<file path="src/rtl/madd_eval_pkg.sv">
// rtl/madd_eval_pkg.sv - shared widths, FSM state type and helpers for the multiply-add error evaluator
package madd_eval_pkg;
    localparam int VEC_W   = 6;
    localparam int RES_W   = 4;
    localparam int CNT_W   = 7;
    localparam int SUM_W   = 10;
    localparam int SQ_W    = 14;
    localparam int NUM_VEC = 64;

    typedef enum logic [1:0] {
        ST_IDLE  = 2'd0,
        ST_RUN   = 2'd1,
        ST_DRAIN = 2'd2,
        ST_DONE  = 2'd3
    } state_e;

    function automatic logic [RES_W-1:0] abs_diff(input logic [RES_W-1:0] x, input logic [RES_W-1:0] y);
        return (x >= y) ? (x - y) : (y - x);
    endfunction
endpackage

</file>
<file path="src/rtl/madd_exact_ref.sv">
// rtl/madd_exact_ref.sv - combinational exact a*b+c reference for one 6-bit input vector
module madd_exact_ref
    import madd_eval_pkg::*;
(
    input  logic [VEC_W-1:0] vec_i,
    output logic [RES_W-1:0] exact_o
);
    logic [RES_W-1:0] a, b, c;

    assign a = {2'b00, vec_i[1:0]};
    assign b = {2'b00, vec_i[3:2]};
    assign c = {2'b00, vec_i[5:4]};
    assign exact_o = a * b + c;
endmodule

</file>
<file path="src/rtl/madd_err_eval.sv">
// rtl/madd_err_eval.sv - exhaustive sweep and error metrics for a 2x2-bit multiply-add circuit
// Optional squared-error accumulator: MADD_EVAL_MSE_EN
module madd_err_eval
    import madd_eval_pkg::*;
#(
    parameter int DUT_LATENCY = 0
) (
    input  logic             clk_i,
    input  logic             rst_ni,
    input  logic             start_i,
    output logic [VEC_W-1:0] dut_in_o,
    input  logic [RES_W-1:0] dut_out_i,
    output logic             busy_o,
    output logic             done_o,
    output logic [CNT_W-1:0] err_count_o,
    output logic [SUM_W-1:0] sum_abs_err_o,
    output logic [RES_W-1:0] max_abs_err_o,
    output logic [VEC_W-1:0] max_err_vec_o
`ifdef MADD_EVAL_MSE_EN
    ,
    output logic [SQ_W-1:0]  sum_sq_err_o
`endif
);
    localparam logic [2:0] DRAIN_LAST = 3'(DUT_LATENCY - 1);

    state_e           state_q;
    logic [VEC_W-1:0] vec_q;
    logic [2:0]       drain_q;
    logic             busy_q, done_q;
    logic             start_ok;

    assign start_ok = start_i && (state_q == ST_IDLE || state_q == ST_DONE);

    always_ff @(posedge clk_i or negedge rst_ni) begin
        if (!rst_ni) begin
            state_q <= ST_IDLE;
            vec_q   <= '0;
            drain_q <= '0;
            busy_q  <= 1'b0;
            done_q  <= 1'b0;
        end else begin
            case (state_q)
                ST_IDLE, ST_DONE: begin
                    if (start_i) begin
                        state_q <= ST_RUN;
                        vec_q   <= '0;
                        busy_q  <= 1'b1;
                        done_q  <= 1'b0;
                    end
                end
                ST_RUN: begin
                    if (vec_q == VEC_W'(NUM_VEC - 1)) begin
                        if (DUT_LATENCY > 0) begin
                            state_q <= ST_DRAIN;
                            drain_q <= '0;
                        end else begin
                            state_q <= ST_DONE;
                            busy_q  <= 1'b0;
                            done_q  <= 1'b1;
                        end
                    end else begin
                        vec_q <= vec_q + VEC_W'(1);
                    end
                end
                ST_DRAIN: begin
                    if (drain_q == DRAIN_LAST) begin
                        state_q <= ST_DONE;
                        busy_q  <= 1'b0;
                        done_q  <= 1'b1;
                    end else begin
                        drain_q <= drain_q + 3'd1;
                    end
                end
                default: state_q <= ST_IDLE;
            endcase
        end
    end

    assign dut_in_o = vec_q;
    assign busy_o   = busy_q;
    assign done_o   = done_q;

    logic [RES_W-1:0] cur_exact;
    logic             cur_valid;
    logic             tap_valid;
    logic [RES_W-1:0] tap_exact;
    logic [VEC_W-1:0] tap_idx;

    madd_exact_ref u_exact_ref (
        .vec_i   (vec_q),
        .exact_o (cur_exact)
    );

    assign cur_valid = (state_q == ST_RUN);

    // Delay the reference and index so they meet the circuit's result in the same cycle.
    generate
        if (DUT_LATENCY == 0) begin : g_comb
            assign tap_valid = cur_valid;
            assign tap_exact = cur_exact;
            assign tap_idx   = vec_q;
        end else begin : g_pipe
            logic [DUT_LATENCY-1:0] vld_q;
            logic [RES_W-1:0]       ex_q  [DUT_LATENCY];
            logic [VEC_W-1:0]       idx_q [DUT_LATENCY];

            always_ff @(posedge clk_i or negedge rst_ni) begin
                if (!rst_ni) begin
                    vld_q <= '0;
                    for (int i = 0; i < DUT_LATENCY; i++) begin
                        ex_q[i]  <= '0;
                        idx_q[i] <= '0;
                    end
                end else begin
                    vld_q[0] <= cur_valid;
                    ex_q[0]  <= cur_exact;
                    idx_q[0] <= vec_q;
                    for (int i = 1; i < DUT_LATENCY; i++) begin
                        vld_q[i] <= vld_q[i-1];
                        ex_q[i]  <= ex_q[i-1];
                        idx_q[i] <= idx_q[i-1];
                    end
                end
            end

            assign tap_valid = vld_q[DUT_LATENCY-1];
            assign tap_exact = ex_q[DUT_LATENCY-1];
            assign tap_idx   = idx_q[DUT_LATENCY-1];
        end
    endgenerate

    logic [RES_W-1:0] abs_err;
    logic [CNT_W-1:0] cnt_q, cnt_d;
    logic [SUM_W-1:0] sum_q, sum_d;
    logic [RES_W-1:0] max_q, max_d;
    logic [VEC_W-1:0] mvec_q, mvec_d;

    assign abs_err = abs_diff(dut_out_i, tap_exact);

    always_comb begin
        cnt_d  = cnt_q;
        sum_d  = sum_q;
        max_d  = max_q;
        mvec_d = mvec_q;
        if (start_ok) begin
            cnt_d  = '0;
            sum_d  = '0;
            max_d  = '0;
            mvec_d = '0;
        end else if (tap_valid) begin
            cnt_d = cnt_q + CNT_W'(abs_err != '0);
            sum_d = sum_q + SUM_W'(abs_err);
            // Strictly greater keeps the lowest-index worst vector.
            if (abs_err > max_q) begin
                max_d  = abs_err;
                mvec_d = tap_idx;
            end
        end
    end

    always_ff @(posedge clk_i or negedge rst_ni) begin
        if (!rst_ni) begin
            cnt_q  <= '0;
            sum_q  <= '0;
            max_q  <= '0;
            mvec_q <= '0;
        end else begin
            cnt_q  <= cnt_d;
            sum_q  <= sum_d;
            max_q  <= max_d;
            mvec_q <= mvec_d;
        end
    end

    assign err_count_o   = cnt_q;
    assign sum_abs_err_o = sum_q;
    assign max_abs_err_o = max_q;
    assign max_err_vec_o = mvec_q;

`ifdef MADD_EVAL_MSE_EN
    logic [2*RES_W-1:0] sq_err;
    logic [SQ_W-1:0]    sq_q, sq_d;

    assign sq_err = {{RES_W{1'b0}}, abs_err} * {{RES_W{1'b0}}, abs_err};

    always_comb begin
        sq_d = sq_q;
        if (start_ok) begin
            sq_d = '0;
        end else if (tap_valid) begin
            sq_d = sq_q + SQ_W'(sq_err);
        end
    end

    always_ff @(posedge clk_i or negedge rst_ni) begin
        if (!rst_ni) begin
            sq_q <= '0;
        end else begin
            sq_q <= sq_d;
        end
    end

    assign sum_sq_err_o = sq_q;
`endif
endmodule

</file>
<file path="config.mk">
export PLATFORM = sky130hd
export DESIGN_NAME = madd_err_eval
export DESIGN_NICKNAME = d
export VERILOG_FILES = /design/src/rtl/madd_eval_pkg.sv /design/src/rtl/madd_exact_ref.sv /design/src/rtl/madd_err_eval.sv
export SDC_FILE = /design/constraint.sdc
export NUM_CORES = 1
export LEC_CHECK = 0
export CORE_UTILIZATION = 30
export CTS_CLUSTER_DIAMETER = 100
export DETAILED_ROUTE_END_ITERATION = 8
export PLACE_DENSITY_LB_ADDON = 0.12
export RECOVER_POWER = 100
export REMOVE_ABC_BUFFERS = 1
export SYNTH_ARGS = -nofsm -noshare
export SYNTH_HDL_FRONTEND = slang
export SYNTH_SLANG_ARGS = --single-unit
</file>
<file path="constraint.sdc">
create_clock -name clk_i -period 9.5 [get_ports clk_i]
set_input_delay 2.85 -clock clk_i [delete_from_list [all_inputs] [get_ports clk_i]]
set_output_delay 2.85 -clock clk_i [all_outputs]
set_load 0.1 [all_outputs]
</file>
==> out/results.ini, run 1 <==
[critical_path]
rrSetupSlack_ps = 4340
r2r_end = max_abs_err_o[1]
crit_path_start_kind = input pin
criticalPathCategory = in2reg
critPathMaxStageDelay_ps = 630
r2r_start = dut_in_o[0]
crit_family = compound AO/OA/AOI/OAI gates
path_buf_inv = 3
crit_path_top_delay_cell = o22ai_1
cp-end-kind = flop
crit_path_max_fanout = 10
path_cells = dlygate4sd3_1, inv_1, ha_1, fa_1, a21boi_0, o21ba_2, nand2b_1, or2_2, a31oi_1, inv_1, ha_1, o21ai_0, a32oi_1, or2_2, o22ai_1, a22o_1
r2r_cells = 18
arrival_ps = 7050
worstPathRequired_ps = 9740

[synth]
netlist-cell-type-count = 48
synth_top_family_by_area = simple AND/OR/NAND/NOR gates
synth_commonest_cells = dfrtp_1 (39), nand2_1 (28), ha_1 (24), inv_1 (23)
netlist_area_mm2 = 0.002562
synth-adder-area-share_pct = 14.84
ys_async_sr_fraction_pct = 100.0
yosysSeqAreaShare_pct = 38.09
ys_dominant_reg_cell = dfrtp_1
yosys.area_share.simple_pct = 17.29
yosys.area_share.xor_xnor_pct = 4.102
synth_cells = 266
yosysMostFrequentCell = dfrtp_1
avgSynthCellArea_um2 = 9.633
synth_edf_count = 0
yosys_warnings = 0
ys_ff_latch = 39
yosysTopAreaCell = dfrtp_1
muxShareOfSynthArea_pct = 4.492
yosys.area.top_type_share_pct = 38.09
synth_compound_area_share_pct = 16.06
synthTopCellsByArea = dfrtp_1 (38%), ha_1 (12%), nand2_1 (4.1%)

[global_route]
grt_max_degree = 40
antenna_found_initial = 0
grt_overflow = 0
busiest_layer = met2
grtUsageMet3_pct = 2.899
grt.total_usage_pct = 14.40
use_met2_pct = 22.58
grt_pass1_vias = 1978
grt_pass1_wl_mm = 9.942
grt_use_met1_pct = 19.77

[final_layout]
drive_above_1_share_pct = 5.195
finalNetCount = 342
syn_to_final_growth_pct = 23.34
post-route-util_pct = 38.27
fill_cells = 874
fin_cells = 413
diodes = 0

[clock_network]
hold_buffers = 0
cts_buffers = 5
htree_levels = 2
clk_pin_slew_worst_paths_ps = 80
cts_resized = 0
cts_tree = built
cts-root-buf = clkbuf_8
clock-sinks = 39
cts_buffer_depth = 2
clkLatencyLatePin_ps = 300
postCtsSetupBuffers = 0

[power]
ir_drop_mv = 0.1979
p_leak_nw = 1.591
power_density_mw_per_mm2 = 314.6
power_mw = 0.9942

[place]
port_buffers = 41
hpwl_mm = 4.216
gp_congestion = 0.7754
placed_cells = 405

[worst_hold_path]
min_to = drain_q[0]
hold_start = drain_q[0]
holdPathStages = 1
hold_class = reg2reg

[sta]
finalSetupViolCount = 0
min_period_ps = 6812
whs_ps = 482.1
setup_tns_ps = 0
rsz0062_at_grt = no
slew_violations = 40
hold_viol = 0
worst_pin_slew_ps = 2111
fmaxAchievable_ghz = 0.1468
relSlewSlack_pct = -40.73
skew_ps = 5.251
fin_crit_sh_pct = 71.71

[die]
dieArea_mm2 = 0.008915
ios = 42
initial_core_util_pct = 31.03
rows = 33
die_x_um = 94.42
chipHeight_um = 94.42
core-area_mm2 = 0.008258

[detailed_routing]
via_per_inst = 4.877
drt_pass1_iterations = 4
wl_per_cell_um = 13.95
remaining_drc_errors = 0
drtIter0Drc = 86
vias = 2014
drt_wl_total_mm = 5.761
final_antenna_net_count = 0

[flow_run]
drv_cap = 1

[run_status]
violations = capacitance limit, slew limit
status = complete, but fails checks

==> cells by family after synthesis <==
logic type,after synthesis
buf+inv,31
fa+ha+maj,28
flops,39
compound gates,58
mux,10
simple gates,88
xor+xnor,12
==> through the flow <==
| stage | setup slack (ps) | cell area [um2] |
|---|---|---|
| after floorplan | 3710 | 2517 |
| after global placement | 2966 | 3062 |
| after detailed placement | 2886 | 3062 |
| after CTS | 3207 | 3179 |
| after global routing | 2350 | 3161 |
| final | 2688 | 3161 |
==> registers in the layout (all words and copies together), names as in the netlist <==
signal / cells
state_q: 2
dut_in_o: 6
err_count_o: 7
max_err_vec_o: 6
max_abs_err_o: 4
busy_o: 1
sum_abs_err_o: 10
drain_q: 3
==> worst max-delay path by stage <==
stage / start / end / slack, ps / cells past startpoint
floorplan: dut_out_i[0] / max_err_vec_o[3] / 3710 / 16
global route: dut_out_i[0] / max_err_vec_o[2] / 2350 / 16
detailed placement: dut_out_i[0] / max_err_vec_o[4] / 2890 / 16
finish: dut_out_i[0] / max_abs_err_o[1] / 2690 / 16
CTS: dut_out_i[0] / max_err_vec_o[5] / 3210 / 16
global placement: dut_out_i[0] / max_abs_err_o[1] / 2970 / 16
==> layout by cell type, fill, tap and decap left out, types with 3 or more instances in the layout <==
master | netlist | layout
mux2i_1 | 7 | 7
clkdlybuf4s50_1 | 0 | 3
dfrtp_1 | 39 | 39
a22o_1 | 10 | 10
ha_1 | 24 | 24
nand3b_1 | 4 | 4
xnor2_1 | 7 | 7
nand4b_1 | 3 | 3
nand3_1 | 10 | 10
nor2_1 | 17 | 17
nand2b_1 | 7 | 7
a21oi_1 | 9 | 9
o21ai_0 | 17 | 17
xor2_1 | 5 | 5
nand2_1 | 28 | 28
fa_1 | 4 | 4
clkbuf_8 | 0 | 6
dlygate4sd3_1 | 0 | 37
a31oi_1 | 4 | 4
nor2b_1 | 3 | 3
inv_1 | 23 | 23
and2_1 | 3 | 3
==> layout make-up <==
type                    instances  area, um2  area share, %
clock buffers                   6      82.58          2.613
clock inverters                 2      35.03          1.108
inverters                      23      86.33          2.732
multi-input cells             196       1438          45.49
flip-flops and latches         39      975.9          30.88
well taps                     105      131.4          4.157
repair buffers                 42      411.6          13.02
==> per-layer routing <==
| metal | vias up | routed length, um |
|---|---|---|
| met5 | - | 0 |
| met4 | 0 | 74 |
| met2 | 31 | 2600 |
| li1 | 1017 | - |
| met1 | 958 | 2909 |
| met3 | 8 | 177 |
==> worst register-to-register path, stage by stage (launching register included) <==
cell      delay, ps
dfrtp_1         500
nand2_1         120
fa_1            510
inv_1            40
ha_1            190
fa_1            480
ha_1            400
nand2_2          90
o21ba_2         200
nand2b_1        140
or2_2           280
a31oi_1         310
inv_1           120
ha_1            330
o21ai_0          90
a32oi_1         110
or2_2           300
o22ai_1         630
a22o_1          260
==> report_power, final <==
| group | internal (mW) | switching (mW) |
|---|---|---|
| clock network | 0.0851 | 0.0628 |
| logic | 0.162 | 0.441 |
| registers | 0.202 | 0.0411 |
No activity file was read; power rests on OpenSTA's default activity.
==> run 2, diff against run 1 <==
==> constraint.sdc (replaced) <==
create_clock -name clk_i -period 6.4 [get_ports clk_i]
set_input_delay 1.92 -clock clk_i [delete_from_list [all_inputs] [get_ports clk_i]]
set_output_delay 1.92 -clock clk_i [all_outputs]
set_load 0.1 [all_outputs]
==> run 2 against run 1 <==
The flow still finishes with violations (capacitance limit, slew limit). Sequential share of layout area is essentially flat. Register-to-register slack got worse by 2800 ps. Combinational power is 49% higher. Global-route usage about the same. Clock power up 47%. Hold slack got worse by 0.51 ps. Die area is the same. Power increased by 49%. Worst setup slack worse by 1900 ps. Routed wire length rose by 0.14%. Clock skew is essentially flat. Sequential power grew 48%. Critical path type unchanged. Largest power group unchanged.
==> out/results.ini, run 2 (synthesis results as in run 1) <==
[run_status]
status = complete, but fails checks
violations = capacitance limit, slew limit

[detailed_routing]
vias = 2023  ; +0.45%
remaining_drc_errors = 0  ; unchanged
drtIter0Drc = 98  ; +14%
drt_wl_total_mm = 5.769  ; +0.14%
via_per_inst = 4.898  ; +0.45%
drt_pass1_iterations = 4  ; unchanged
final_antenna_net_count = 0  ; unchanged
wl_per_cell_um = 13.97  ; +0.14%

[clock_network]
cts-root-buf = clkbuf_8
cts_buffer_depth = 2  ; unchanged
cts_resized = 0  ; unchanged
htree_levels = 2  ; unchanged
clk_pin_slew_worst_paths_ps = 80  ; about the same
hold_buffers = 0  ; unchanged
clkLatencyLatePin_ps = 290  ; about the same
clock-sinks = 39  ; unchanged
cts_tree = built
postCtsSetupBuffers = 0  ; unchanged
cts_buffers = 5  ; unchanged

[sta]
fmaxAchievable_ghz = 0.1784
skew_ps = 5.246  ; -0.005160 ps
fin_crit_sh_pct = 87.59
min_period_ps = 5606
finalSetupViolCount = 0  ; unchanged
setup_tns_ps = 0  ; unchanged
rsz0062_at_grt = no
relSlewSlack_pct = -44.74  ; -4.0 points
worst_pin_slew_ps = 2171  ; +60.08 ps
slew_violations = 40  ; unchanged
hold_viol = 0  ; unchanged

[global_route]
grt_pass1_vias = 2007  ; +1.5%
grt_overflow = 0  ; unchanged
grt_max_degree = 40  ; unchanged
antenna_found_initial = 0  ; unchanged
grt.total_usage_pct = 14.38  ; -0.024 points
grt_pass1_wl_mm = 9.894  ; -0.48%

[place]
hpwl_mm = 4.194  ; -0.53%
gp_congestion = 0.7752  ; about the same
port_buffers = 41  ; unchanged

[power]
pwr-share-comb_pct = 60.8  ; +0.2 points
power_density_mw_per_mm2 = 467.6  ; +49%
clockPowerShare_pct = 14.7  ; -0.2 points
swShare_pct = 54.69  ; -0.068 points
power.switching_mw = 0.8086  ; +49%
ir_drop_mv = 0.3491  ; +76%
p_leak_nw = 1.593  ; +0.18%
power_mw = 1.479  ; +49%
power_frac_seq_pct = 24.4  ; about the same
p_int_mw = 0.6699  ; +49%

[worst_hold_path]
hold_class = reg2reg

[critical_path]
arrival_ps = 5840  ; -1210 ps
criticalPathCategory = in2reg
cp-end-kind = flop
crit_path_start_kind = input pin
worstPathRequired_ps = 6630  ; -3110 ps
crit_path_max_fanout = 8  ; -2

[final_layout]
layout_common_cells = dfrtp_1 (39), dlygate4sd3_1 (37), nand2_1 (28)
diodes = 0  ; unchanged
drive_above_1_share_pct = 5.195  ; unchanged
largest_reg_flops = 10  ; unchanged
finalNetCount = 342  ; unchanged
syn_to_final_growth_pct = 23.39  ; about the same
final_common_cell = dfrtp_1

[die]
die_x_um = 94.42  ; unchanged
initial_core_util_pct = 31.03  ; unchanged
core-area_mm2 = 0.008258  ; unchanged
dieArea_mm2 = 0.008915  ; unchanged
chipHeight_um = 94.42  ; unchanged
rows = 33  ; unchanged
ios = 42  ; unchanged

[flow_run]
drv_cap = 1  ; unchanged

run 2: cell counts in the layout (fill, tap and decap cells not counted):
No cell type changed its count.
run 2: routing by layer:
layer  vias up  GRT usage, %  wire, um
met2        37         22.83      2620
met4         0         4.359        90
li1       1010             -         -
met3        10         2.818       198
met5         -             0         0
met1       966         19.66      2859
run 2: cell type report:
cell class	count	area (um2)
repair buffers	42	411.6
clock inverters	2	35.03
clock buffers	6	82.58
inverters	23	86.33
flip-flops and latches	39	975.9
multi-input cells	196	1439
fillers	859	5096
well taps	105	131.4
run 2: worst paths after layout:
check                              endpoint         start  slack, ps  cells after the start
setup / recovery           max_abs_err_o[1]  dut_out_i[0]        790                     17
hold / removal                   drain_q[0]    drain_q[0]        480                      1
setup reg to reg           max_abs_err_o[1]   dut_in_o[0]       1530                     19
hold reg to reg                  drain_q[0]    drain_q[0]        480                      1
max in group asynchronous    err_count_o[0]        rst_ni       2910                      1
min in group asynchronous  sum_abs_err_o[3]        rst_ni       2260                      1
run 2: critical path, cell delays in order:
cell           delay, ps
dlygate4sd3_1        550
inv_1                 70
ha_1                 200
fa_1                 390
a21boi_0             190
o21ba_2              260
nand2b_1             140
or2_2                270
a31oi_1              290
inv_1                120
ha_1                 350
nand2_1               70
nand2_1               60
nand2_1               50
mux2i_1              350
o21ba_1              380
a22o_1               170
run 2: through the flow:
step                util, %  area [um2]  hold slack, ps  setup slack [ps]  std cells
floorplan                 -        2517           447.1              1352        258
global placement      37.08        3062           467.4             796.3        405
detailed placement    37.08        3062           465.4             726.5        405
CTS                   38.50        3179           482.5              1049        413
global route          38.29        3162           506.0             512.1        413
finish                38.29        3162           481.6             794.1        413
run 2: power groups by stage:
stage,clock network (mW),registers (mW),logic (mW)
after floorplan,0,0.724,0.355
after global placement,0,0.370,0.931
after detailed placement,0,0.369,0.931
after CTS,0.226,0.365,0.934
after global routing,0.236,0.373,0.968
final,0.218,0.361,0.900
